### src/rtl/alu_pkg.sv
// Shared encodings for the multi-cycle RV32IM execute block: ALU control codes,
// decode constants, M-extension op selector and FSM states.
package alu_pkg;

    localparam logic [3:0] ALU_ADD    = 4'b0000;
    localparam logic [3:0] ALU_SUB    = 4'b0001;
    localparam logic [3:0] ALU_AND    = 4'b0010;
    localparam logic [3:0] ALU_OR     = 4'b0011;
    localparam logic [3:0] ALU_XOR    = 4'b0100;
    localparam logic [3:0] ALU_SLT    = 4'b0101;
    localparam logic [3:0] ALU_SLTU   = 4'b0110;
    localparam logic [3:0] ALU_SLL    = 4'b0111;
    localparam logic [3:0] ALU_SRL    = 4'b1000;
    localparam logic [3:0] ALU_SRA    = 4'b1001;
    localparam logic [3:0] ALU_MULDIV = 4'b1111;

    localparam logic [1:0] ALUOP_MEM    = 2'b00;
    localparam logic [1:0] ALUOP_BRANCH = 2'b01;
    localparam logic [1:0] ALUOP_RTYPE  = 2'b10;

    localparam logic [6:0] OP_RTYPE  = 7'b0110011;
    localparam logic [6:0] F7_MULDIV = 7'b0000001;
    localparam logic [6:0] F7_ALT    = 7'b0100000;

    typedef enum logic [2:0] {
        MD_MUL, MD_MULH, MD_MULHSU, MD_MULHU, MD_DIV, MD_DIVU, MD_REM, MD_REMU
    } muldiv_op_t;

    typedef enum logic [1:0] {IDLE, MUL, DIV, DONE} state_t;

endpackage

### src/rtl/muldiv_iter.sv
// Iterative radix-2 engine on unsigned magnitudes: shift-add multiply or restoring
// divide, one step per cycle over XLEN cycles, sharing a 2*XLEN accumulator.
module muldiv_iter
    import alu_pkg::*;
#(
    parameter int XLEN = 32
) (
    input  logic                clk,
    input  logic                reset,
    input  logic                start_i,
    input  logic                is_div_i,
    input  logic [XLEN-1:0]     a_i,
    input  logic [XLEN-1:0]     b_i,
    output logic                busy_o,
    output logic                done_o,
    output logic [2*XLEN-1:0]   acc_o
);

    localparam int CW = $clog2(XLEN) + 1;
    localparam logic [CW-1:0] LAST_STEP = CW'(XLEN - 1);
    localparam logic [CW-1:0] CNT_ONE   = CW'(1);

    logic              busy_q, busy_d, div_q, div_d;
    logic [CW-1:0]     cnt_q, cnt_d;
    logic [2*XLEN-1:0] acc_q, acc_d, step_s;
    logic [XLEN-1:0]   opb_q, opb_d;
    logic [XLEN:0]     mul_sum_s, rem_sh_s, diff_s;

    // One iteration: multiply adds the multiplicand on a set LSB then shifts right;
    // divide shifts left and keeps the trial subtraction when it does not borrow.
    always_comb begin
        mul_sum_s = {1'b0, acc_q[2*XLEN-1:XLEN]} + {1'b0, opb_q};
        rem_sh_s  = acc_q[2*XLEN-1:XLEN-1];
        diff_s    = rem_sh_s - {1'b0, opb_q};
        if (div_q) begin
            if (!diff_s[XLEN]) begin
                step_s = {diff_s[XLEN-1:0], acc_q[XLEN-2:0], 1'b1};
            end else begin
                step_s = {rem_sh_s[XLEN-1:0], acc_q[XLEN-2:0], 1'b0};
            end
        end else begin
            if (acc_q[0]) begin
                step_s = {mul_sum_s, acc_q[XLEN-1:1]};
            end else begin
                step_s = {1'b0, acc_q[2*XLEN-1:1]};
            end
        end
    end

    // Load on start, otherwise advance while busy.
    always_comb begin
        busy_d = busy_q;
        cnt_d  = cnt_q;
        acc_d  = acc_q;
        opb_d  = opb_q;
        div_d  = div_q;
        if (start_i) begin
            busy_d = 1'b1;
            cnt_d  = {CW{1'b0}};
            acc_d  = {{XLEN{1'b0}}, a_i};
            opb_d  = b_i;
            div_d  = is_div_i;
        end else if (busy_q) begin
            acc_d = step_s;
            if (cnt_q == LAST_STEP) begin
                busy_d = 1'b0;
                cnt_d  = {CW{1'b0}};
            end else begin
                cnt_d = cnt_q + CNT_ONE;
            end
        end else begin
            busy_d = 1'b0;
        end
    end

    // Engine state registers.
    always_ff @(posedge clk) begin
        if (reset) begin
            busy_q <= 1'b0;
            div_q  <= 1'b0;
            cnt_q  <= {CW{1'b0}};
            acc_q  <= {(2*XLEN){1'b0}};
            opb_q  <= {XLEN{1'b0}};
        end else begin
            busy_q <= busy_d;
            div_q  <= div_d;
            cnt_q  <= cnt_d;
            acc_q  <= acc_d;
            opb_q  <= opb_d;
        end
    end

    assign busy_o = busy_q;
    assign done_o = busy_q & (cnt_q == LAST_STEP);
    assign acc_o  = step_s;

endmodule

### src/rtl/alu_decoder_mc.sv
// RV32IM execute stage: ALU control decode, single-cycle ALU, divide special cases,
// sign fix-up around the iterative engine, and the accept/complete FSM.
module alu_decoder_mc
    import alu_pkg::*;
#(
    parameter int XLEN = 32
) (
    input  logic            clk,
    input  logic            reset,
    input  logic            valid_i,
    output logic            ready_o,
    input  logic [6:0]      op,
    input  logic [2:0]      funct3,
    input  logic [6:0]      funct7,
    input  logic [1:0]      ALUOp,
    input  logic [XLEN-1:0] a_i,
    input  logic [XLEN-1:0] b_i,
    output logic [3:0]      alu_control_o,
    output logic [XLEN-1:0] result_o,
    output logic            valid_o,
    output logic            illegal_o
);

    localparam int SW = $clog2(XLEN);
    localparam logic [XLEN-1:0] ONES = {XLEN{1'b1}};
    localparam logic [XLEN-1:0] SMIN = {1'b1, {(XLEN-1){1'b0}}};

    logic [3:0]        ctrl_s;
    logic              illegal_s, iter_s, accept_s, start_s;
    logic              is_div_s, is_rem_s, a_sgn_s, b_sgn_s, a_neg_s, b_neg_s, neg_s;
    logic              div_zero_s, div_ovf_s;
    logic [SW-1:0]     shamt_s;
    logic [XLEN-1:0]   alu_res_s, spec_res_s, a_mag_s, b_mag_s, fix_res_s;
    muldiv_op_t        md_op_s;
    logic              eng_busy_s, eng_done_s;
    logic [2*XLEN-1:0] eng_acc_s, prod_s;

    state_t            state_q, state_d;
    logic              ready_q, ready_d, valid_q, valid_d, illegal_q, illegal_d, neg_q, neg_d;
    logic [XLEN-1:0]   result_q, result_d;
    muldiv_op_t        md_op_q, md_op_d;

    // Control decode; illegal encodings report ADD.
    always_comb begin
        ctrl_s    = ALU_ADD;
        illegal_s = 1'b0;
        case (ALUOp)
            ALUOP_MEM: ctrl_s = ALU_ADD;
            ALUOP_BRANCH: begin
                case (funct3)
                    3'b000, 3'b001: ctrl_s = ALU_SUB;
                    3'b100, 3'b101: ctrl_s = ALU_SLT;
                    3'b110, 3'b111: ctrl_s = ALU_SLTU;
                    default:        illegal_s = 1'b1;
                endcase
            end
            ALUOP_RTYPE: begin
                if (op == OP_RTYPE && funct7 == F7_MULDIV) begin
                    ctrl_s = ALU_MULDIV;
                end else if (op == OP_RTYPE && funct7 != 7'b0000000 &&
                             !(funct7 == F7_ALT && (funct3 == 3'b000 || funct3 == 3'b101))) begin
                    illegal_s = 1'b1;
                end else begin
                    case (funct3)
                        3'b000:  ctrl_s = (op[5] & funct7[5]) ? ALU_SUB : ALU_ADD;
                        3'b001:  ctrl_s = ALU_SLL;
                        3'b010:  ctrl_s = ALU_SLT;
                        3'b011:  ctrl_s = ALU_SLTU;
                        3'b100:  ctrl_s = ALU_XOR;
                        3'b101:  ctrl_s = funct7[5] ? ALU_SRA : ALU_SRL;
                        3'b110:  ctrl_s = ALU_OR;
                        default: ctrl_s = ALU_AND;
                    endcase
                end
            end
            default: illegal_s = 1'b1;
        endcase
    end

    // Single-cycle ALU, divide corner cases and operand magnitudes for the engine.
    always_comb begin
        shamt_s = b_i[SW-1:0];
        case (ctrl_s)
            ALU_ADD:  alu_res_s = a_i + b_i;
            ALU_SUB:  alu_res_s = a_i - b_i;
            ALU_AND:  alu_res_s = a_i & b_i;
            ALU_OR:   alu_res_s = a_i | b_i;
            ALU_XOR:  alu_res_s = a_i ^ b_i;
            ALU_SLT:  alu_res_s = {{(XLEN-1){1'b0}}, $signed(a_i) < $signed(b_i)};
            ALU_SLTU: alu_res_s = {{(XLEN-1){1'b0}}, a_i < b_i};
            ALU_SLL:  alu_res_s = a_i << shamt_s;
            ALU_SRL:  alu_res_s = a_i >> shamt_s;
            ALU_SRA:  alu_res_s = $unsigned($signed(a_i) >>> shamt_s);
            default:  alu_res_s = {XLEN{1'b0}};
        endcase

        md_op_s = muldiv_op_t'(funct3);
        case (md_op_s)
            MD_MULH, MD_DIV, MD_REM: begin a_sgn_s = 1'b1; b_sgn_s = 1'b1; end
            MD_MULHSU:               begin a_sgn_s = 1'b1; b_sgn_s = 1'b0; end
            default:                 begin a_sgn_s = 1'b0; b_sgn_s = 1'b0; end
        endcase
        is_div_s   = funct3[2];
        is_rem_s   = funct3[2] & funct3[1];
        div_zero_s = (b_i == {XLEN{1'b0}});
        div_ovf_s  = (md_op_s == MD_DIV || md_op_s == MD_REM) && a_i == SMIN && b_i == ONES;
        if (div_zero_s) begin
            spec_res_s = is_rem_s ? a_i : ONES;
        end else begin
            spec_res_s = is_rem_s ? {XLEN{1'b0}} : a_i;
        end
        iter_s  = (ctrl_s == ALU_MULDIV) && !(is_div_s && (div_zero_s || div_ovf_s));
        a_neg_s = a_sgn_s & a_i[XLEN-1];
        b_neg_s = b_sgn_s & b_i[XLEN-1];
        neg_s   = is_rem_s ? a_neg_s : (a_neg_s ^ b_neg_s);
        a_mag_s = a_neg_s ? (~a_i + {{(XLEN-1){1'b0}}, 1'b1}) : a_i;
        b_mag_s = b_neg_s ? (~b_i + {{(XLEN-1){1'b0}}, 1'b1}) : b_i;
    end

    muldiv_iter #(.XLEN(XLEN)) u_engine (
        .clk      (clk),
        .reset    (reset),
        .start_i  (start_s),
        .is_div_i (is_div_s),
        .a_i      (a_mag_s),
        .b_i      (b_mag_s),
        .busy_o   (eng_busy_s),
        .done_o   (eng_done_s),
        .acc_o    (eng_acc_s)
    );

    // Sign fix-up of the final engine step: products negate across the full width,
    // quotient and remainder negate within their own half.
    always_comb begin
        prod_s = neg_q ? (~eng_acc_s + {{(2*XLEN-1){1'b0}}, 1'b1}) : eng_acc_s;
        case (md_op_q)
            MD_MUL:                      fix_res_s = prod_s[XLEN-1:0];
            MD_MULH, MD_MULHSU, MD_MULHU: fix_res_s = prod_s[2*XLEN-1:XLEN];
            MD_DIV, MD_DIVU:             fix_res_s = neg_q ? (~eng_acc_s[XLEN-1:0] + {{(XLEN-1){1'b0}}, 1'b1})
                                                           : eng_acc_s[XLEN-1:0];
            default:                     fix_res_s = neg_q ? (~eng_acc_s[2*XLEN-1:XLEN] + {{(XLEN-1){1'b0}}, 1'b1})
                                                           : eng_acc_s[2*XLEN-1:XLEN];
        endcase
    end

    // FSM next state: accept in IDLE/DONE, complete when the engine finishes its last step.
    always_comb begin
        state_d   = state_q;
        result_d  = result_q;
        valid_d   = 1'b0;
        illegal_d = illegal_q;
        md_op_d   = md_op_q;
        neg_d     = neg_q;
        start_s   = 1'b0;
        accept_s  = valid_i & ready_q;
        case (state_q)
            IDLE, DONE: begin
                state_d = IDLE;
                if (accept_s && iter_s) begin
                    start_s = 1'b1;
                    md_op_d = md_op_s;
                    neg_d   = neg_s;
                    state_d = is_div_s ? DIV : MUL;
                end else if (accept_s) begin
                    valid_d   = 1'b1;
                    illegal_d = illegal_s;
                    if (illegal_s) begin
                        result_d = {XLEN{1'b0}};
                    end else begin
                        result_d = (ctrl_s == ALU_MULDIV) ? spec_res_s : alu_res_s;
                    end
                end else begin
                    state_d = IDLE;
                end
            end
            MUL, DIV: begin
                if (eng_busy_s && eng_done_s) begin
                    result_d  = fix_res_s;
                    valid_d   = 1'b1;
                    illegal_d = 1'b0;
                    state_d   = DONE;
                end else begin
                    state_d = state_q;
                end
            end
            default: state_d = IDLE;
        endcase
        ready_d = (state_d == IDLE) || (state_d == DONE);
    end

    // FSM state and registered outputs.
    always_ff @(posedge clk) begin
        if (reset) begin
            state_q   <= IDLE;
            ready_q   <= 1'b1;
            valid_q   <= 1'b0;
            illegal_q <= 1'b0;
            result_q  <= {XLEN{1'b0}};
            md_op_q   <= MD_MUL;
            neg_q     <= 1'b0;
        end else begin
            state_q   <= state_d;
            ready_q   <= ready_d;
            valid_q   <= valid_d;
            illegal_q <= illegal_d;
            result_q  <= result_d;
            md_op_q   <= md_op_d;
            neg_q     <= neg_d;
        end
    end

    assign alu_control_o = ctrl_s;
    assign ready_o       = ready_q;
    assign valid_o       = valid_q;
    assign illegal_o     = illegal_q;
    assign result_o      = result_q;

endmodule

### config.mk
export PLATFORM = sky130hd
export DESIGN_NAME = alu_decoder_mc
export DESIGN_NICKNAME = d
export VERILOG_FILES = /design/src/rtl/alu_pkg.sv /design/src/rtl/muldiv_iter.sv /design/src/rtl/alu_decoder_mc.sv
export SDC_FILE = /design/constraint.sdc
export NUM_CORES = 1
export LEC_CHECK = 0
export CORE_MARGIN = 1
export CORE_UTILIZATION = 45
export CTS_CLUSTER_SIZE = 40
export DETAILED_ROUTE_END_ITERATION = 10
export PLACE_DENSITY_LB_ADDON = 0.2
export RECOVER_POWER = 50
export SYNTH_ARGS = -nofsm -noshare
export SYNTH_HDL_FRONTEND = slang
export SYNTH_SLANG_ARGS = --single-unit
### constraint.sdc
create_clock -name clk -period 9.1 [get_ports clk]
set_input_delay 1.82 -clock clk [delete_from_list [all_inputs] [get_ports clk]]
set_output_delay 1.82 -clock clk [all_outputs]
set_load 0.1 [all_outputs]
==> results of run 1 <==
==> cell type report <==
class	instances	area, sq um	area share, %
Multi-Input combinational cell	2879	19200	73.6
Antenna cell	1	2.50	0.00958
Inverter	159	597	2.29
Sequential cell	144	2890	11.1
Tap cell	680	851	3.26
Timing Repair Buffer	216	1890	7.25
Clock inverter	8	151	0.580
Clock buffer	23	499	1.91
==> kinds of logic after synthesis <==
family | Yosys count | synth area share, %
XOR/XNOR | 172 | 6.36
AO/OA/AOI/OAI | 1211 | 33.9
multiplexers | 155 | 8.47
adder cells (fa/ha/maj) | 174 | 9.32
buffers and inverters | 412 | 6.70
AND/OR/NAND/NOR | 1167 | 23.1
flip-flops | 144 | 12.2
==> synthesized netlist by cell type, types with 16 or more instances <==
cell type  number
nand2_1       410
a21oi_1       349
nor2_1        325
o21ai_0       230
clkbuf_1      204
ha_1          170
inv_1         155
dfxtp_1       144
xnor2_1       134
mux2i_1       111
nor3_1         91
o211ai_1       83
a211oi_1       81
nand3_1        67
a31oi_1        64
a21o_1         44
o31ai_1        41
xor2_1         38
nand2b_1       37
nand4_1        37
mux4_2         34
or3_1          33
buf_1          32
and3_1         30
nor4_1         26
a221oi_1       25
nor2b_1        23
o21bai_1       21
o22ai_1        19
a211o_1        18
o21a_1         18
and2_1         16
==> final timing paths <==
kind | startpoint | to | slack (ns) | cells past startpoint
max | a_i[1] | result_o[17] | 1.03 | 17
min | u_engine.opb_q[26] | u_engine.opb_q[26] | 0.48 | 2
max reg2reg | u_engine.acc_q[31] | result_o[30] | 1.57 | 24
min reg2reg | u_engine.opb_q[26] | u_engine.opb_q[26] | 0.48 | 2
==> sequential cells by signal, summed over array words and instances (netlist names), 2 cells and up <==
| register | flops |
|---|---|
| u_engine.acc_q | 64 |
| result_o | 32 |
| u_engine.opb_q | 32 |
| u_engine.cnt_q | 6 |
| md_op_q | 3 |
| state_q | 2 |
==> per-layer routing <==
layer	share of wire [%]	wire, um	vias up	global-route usage, %
li1	-	-	12700	-
met1	37	46400	13700	55.2
met2	43	53900	2214	70.6
met3	11	14200	520	10.5
met4	9.0	11400	2	35.1
met5	0.0079	10	-	0
==> layout by cell type, fill, tap and decap left out, types with 12 or more instances in the layout <==
master / synthesis / routed
nor2b_1: 23 / 23
a21boi_0: 12 / 12
dfxtp_1: 144 / 140
a22oi_1: 14 / 14
o22ai_1: 19 / 19
nand3_1: 67 / 67
a311oi_1: 14 / 14
o21a_1: 18 / 18
o21bai_1: 21 / 21
xor2_1: 38 / 38
or3_1: 33 / 33
o21ai_0: 230 / 229
a221oi_1: 25 / 25
or2_2: 12 / 12
nor2_1: 325 / 323
ha_1: 170 / 170
nand2_1: 410 / 410
nand2b_1: 37 / 37
nor4_1: 26 / 25
a211o_1: 18 / 18
and2_1: 16 / 15
xnor2_1: 134 / 134
nor3_1: 91 / 91
nand4_1: 37 / 37
dlygate4sd3_1: 0 / 36
a21o_1: 44 / 44
inv_1: 155 / 155
a31oi_1: 64 / 64
clkdlybuf4s50_1: 0 / 81
clkbuf_16: 0 / 18
o31ai_1: 41 / 41
o211ai_1: 83 / 83
buf_4: 0 / 88
mux4_2: 34 / 34
a211oi_1: 81 / 81
mux2i_1: 111 / 111
a21oi_1: 349 / 349
and3_1: 30 / 30
==> worst max-delay path, cell delays in order <==
cell	delay, ns
dlygate4sd3_1	0.75
inv_1	0.22
ha_1	0.24
or4b_2	0.66
nor3_1	0.75
and3_1	0.54
and4_1	0.25
a31o_2	0.10
a21oi_1	0.12
nand2b_1	0.44
and2_1	0.65
nor2_1	0.29
nand3_1	0.61
a21oi_1	0.29
o21ai_0	0.35
a21boi_0	0.25
o211ai_1	0.09
==> through the flow <==
stage / cell area (sq um) / power, mW / setup WS [ns] / utilization, % / cells
detailed placement: 25500 / 1.67 / 0.969 / 49.4 / 4078
global route: 26100 / 2.56 / 1.07 / 50.6 / 4109
global placement: 25500 / 1.67 / 1.02 / 49.4 / 4078
finish: 26100 / 2.51 / 1.03 / 50.6 / 4110
CTS: 26100 / 2.47 / 1.42 / 50.6 / 4109
floorplan: 23700 / 1.27 / 1.91 / - / 3435
==> power by group through the flow <==
stage | sequential, mW | combinational [mW] | clock [mW]
after floorplan | 0.770 | 0.498 | 0
after global placement | 0.675 | 0.994 | 0
after detailed placement | 0.675 | 0.994 | 0
after CTS | 0.661 | 0.997 | 0.808
after global routing | 0.662 | 1.07 | 0.830
final | 0.663 | 1.04 | 0.809
==> impl_metrics.toml, run 1 <==
[synth]
synth_cells = 3435
ys_seq_elements = 144
synth_edf_count = 0
syn_area_sq_um = 23700
synth.avg_cell_area_sq_um = 6.89
ys_async_sr_fraction_pct = 0
synth_top_flop_cell = "dfxtp_1"
synth_cell_types = 105
synth_seq_area_share_pct = 12.2
yosys.area.top_type = "dfxtp_1"
yosysTopAreaCellShare_pct = 12.2
syn_nets = 3695
ys_top_cells_by_area = "dfxtp_1, ha_1, a21oi_1"
yosys_warnings = 0

[drt]
drt_iter0_markers = 4050
wl_per_cell_um = 30.6
ant_nets = 0
dr.pass1.iters = 10
viasPerCell = 7.07
vias = 29000
drc = 0
totalWireLength_mm = 126

[global_routing]
grt_pass1_vias = 27000
grt_first_pass_wirelength_mm = 182
track_usage_pct = 45.8
grt.overflow.total = 0
antenna_found_initial = 3
grt_max_degree = 109

[clock_network]
postCtsResizedCells = 0
numCtsBuffers = 17
cts_num_sinks = 144
cts_tree = "yes"
post_cts_buffers = 0
cts_buffer_depth = 2
clkTransAtPathRegs_ns = 0.07
cts_hold_buffers = 0
clockRootBuffer = "clkbuf_16"
clock_latency_ns = 0.46
h-tree-depth = 4

[status]
outcome = "complete, but fails checks"
violations = "capacitance limit, slew limit"

[power]
p_leak_nw = 10.3
peakVddDrop_mv = 0.144
switchingPower_mw = 1.06
p_per_area_nw_per_um2 = 96.2
combPwrFrac_pct = 41.4
clockPowerShare_pct = 32.2
seqPwrFrac_pct = 26.4
power.internal_mw = 1.45
switching_share_pct = 42.3

[hold_path]
hp-class = "reg2reg"

[worst_setup_path]
cp-start-kind = "input pin"
cp.required_ns = 9.47
crit_path_end_kind = "flip-flop"
worstSetupPathType = "in2reg"
crit_arrival_ns = 8.44
cp_max_fo = 17

[sta]
fin_crit_ns = 8.07
setup_viol_count_final = 0
rsz0062_at_grt = "false"
setup_tns_ns = 0
finalHoldViolCount = 0
finClkSkew_ns = 0.0132
max_freq_mhz = 124
drv_slew = 72
min_period_over_period_pct = 88.6
hold_ws_ns = 0.478
slew_headroom_pct = -52.3
tightestPinTransition_ns = 2.28

[final_layout]
final_nets = 3677
area_growth_pct = 10.3
drive_gt1_share_pct = 6.94
fillers = 5255

[die]
placementRows = 83
io_pins = 125
fp.dieH_um = 231
start_util_pct = 45.9
die-area_sq_um = 53500
core_area_sq_um = 51600
die_w_um = 231

[placed_design]
place_congestion = 1.10
portBuffers = 124
dp_hpwl_mm = 95.7

[run]
max_cap_violations = 2
(Power assumes the default switching activity.)
==> run 2, diff against run 1 <==
--- a/config.mk
+++ b/config.mk
@@ -5,12 +5,14 @@
 export SDC_FILE = /design/constraint.sdc
 export NUM_CORES = 1
 export LEC_CHECK = 0
+export CORE_ASPECT_RATIO = 0.9
 export CORE_MARGIN = 1
 export CORE_UTILIZATION = 45
 export CTS_CLUSTER_SIZE = 40
 export DETAILED_ROUTE_END_ITERATION = 10
 export PLACE_DENSITY_LB_ADDON = 0.2
 export RECOVER_POWER = 50
+export SLEW_MARGIN = 0
 export SYNTH_ARGS = -nofsm -noshare
 export SYNTH_HDL_FRONTEND = slang
 export SYNTH_SLANG_ARGS = --single-unit
==> impl_metrics.toml, run 2 (synthesized netlist as in run 1, its figures left out) <==
[global_routing]
grt_max_degree = 68
grt_pass1_vias = 26400
grt_first_pass_wirelength_mm = 178
antenna_found_initial = 4
track_usage_pct = 44.7
grt.overflow.total = 0

[drt]
vias = 29000
viasPerCell = 7.06
totalWireLength_mm = 124
drt_iter0_markers = 4515
drc = 0
wl_per_cell_um = 30.2
ant_nets = 0
dr.pass1.iters = 6

[placed_design]
place_congestion = 1.07
placed_area_sq_um = 25400
dp_hpwl_mm = 96.6
place_ws_ns = 1.41
portBuffers = 124

[sta]
slew_headroom_pct = -43.3
worst_slack_ns = 1.08
setup_viol_count_final = 0
rsz0062_at_grt = "false"
min_period_over_period_pct = 88.2
finClkSkew_ns = 0.0178
setup_tns_ns = 0
hold_ws_ns = 0.483
fin_crit_ns = 8.02
finalHoldViolCount = 0
drv_slew = 125
max_freq_mhz = 125
tightestPinTransition_ns = 2.15

[clock_network]
cts_num_sinks = 144
clockRootBuffer = "clkbuf_16"
cts_buffer_depth = 2
cts_tree = "yes"
cts_hold_buffers = 0
post_cts_buffers = 0
clock_latency_ns = 0.46
postCtsResizedCells = 0
h-tree-depth = 4
clkTransAtPathRegs_ns = 0.07
numCtsBuffers = 17

[power]
combPwrFrac_pct = 40.7
switching_share_pct = 42.6
p_leak_nw = 10.2
switchingPower_mw = 1.07
p_per_area_nw_per_um2 = 96.4
power.internal_mw = 1.44
clockPowerShare_pct = 32.8
peakVddDrop_mv = 0.137
seqPwrFrac_pct = 26.5

[worst_setup_path]
worst-path-buf-inv = 3
crit_path_end_kind = "flip-flop"
path_cells = "dlygate4sd3_1 > inv_1 > ha_1 > or4b_2 > nor3_1 > clkbuf_1 > and3_1 > and4_1 > a31o_2 > a21oi_1 > nand2b_1 > and2_0 > nor2_1 > nand3_1 > a21oi_1 > o21ai_0 > a21boi_0 > o211ai_1"
slowest_stage = "dlygate4sd3_1"
crit_family = "simple AND/OR/NAND/NOR gates"
cp_max_fo = 17
cp.required_ns = 9.47
cpMostUsedCell = "a21oi_1"
cp_slowest_stage_delay_ns = 0.74
crit_arrival_ns = 8.40
cp-start-kind = "input pin"
worstSetupPathType = "in2reg"

[die]
placementRows = 79
die_w_um = 244
io_pins = 125
start_util_pct = 45.7
core_area_sq_um = 51800
fp.dieH_um = 220
die-area_sq_um = 53500

[hold_path]
hp-class = "reg2reg"

[status]
outcome = "complete, but fails checks"
violations = "capacitance limit, slew limit"

[final_layout]
mostFrequentLayoutCells = "nand2_1, a21oi_1, nor2_1"
largest_reg_flops = 64
drive_gt1_share_pct = 6.81
final_common_cell = "nand2_1"
area_growth_pct = 10.2
regMostFlops = "u_engine.acc_q"
postLayoutCellArea_sq_um = 26100
final_nets = 3668

[run]
max_cap_violations = 3
==> run 2: changes by cell type in the layout (fill, tap and decap cells not counted), sizes merged <==
cell,delta
bufinv,+1
inv,+6
buf,-7
clkbuf,-6
clkinvlp,+2
diode,+3
clkinv,-4
==> run 2: final timing paths <==
path	cells past startpoint	slack, ns	startpoint	end
setup reg to reg	23	1.55	u_engine.acc_q[31]	result_o[16]
setup / recovery	18	1.08	a_i[1]	result_o[17]
hold / removal	2	0.48	u_engine.opb_q[27]	u_engine.opb_q[27]
hold reg to reg	2	0.48	u_engine.opb_q[27]	u_engine.opb_q[27]
==> run 2: area by class of cell <==
type | count | area [sq um]
clock inverters | 13 | 223
multi-input cells | 2879 | 19200
flip-flops and latches | 144 | 2890
repair buffers | 207 | 1830
fillers | 5277 | 25700
clock buffers | 19 | 433
inverters | 159 | 597
well taps | 688 | 861
diodes | 4 | 10.0
==> run 2: worst min-delay path, stage by stage, from the launching register on <==
cell and delay, ns:
dfxtp_1 0.33, nand2_1 0.06, a21oi_1 0.05
==> run 2: routing by layer <==
layer / global-route usage, % / vias to the layer above / wire length (um)
met5: 0 / - / 0
met4: 21.0 / 0 / 6550
met3: 15.5 / 304 / 18400
met2: 59.9 / 2073 / 47400
met1: 62.7 / 14000 / 51900
li1: - / 12700 / -
==> run 2: per-stage QoR <==
stage / power (mW) / instances / utilization [%]
CTS: 2.46 / 4109 / 50.4
global route: 2.56 / 4109 / 50.3
global placement: 1.65 / 4077 / 49.1
finish: 2.52 / 4113 / 50.4
floorplan: 1.27 / 3435 / -
detailed placement: 1.64 / 4077 / 49.1
==> run 2: power groups by stage <==
stage	clock network, mW	registers [mW]	logic, mW
final	0.826	0.666	1.02
after global routing	0.848	0.665	1.05
after CTS	0.827	0.665	0.971
after detailed placement	0	0.678	0.965
after global placement	0	0.679	0.968
after floorplan	0	0.770	0.498
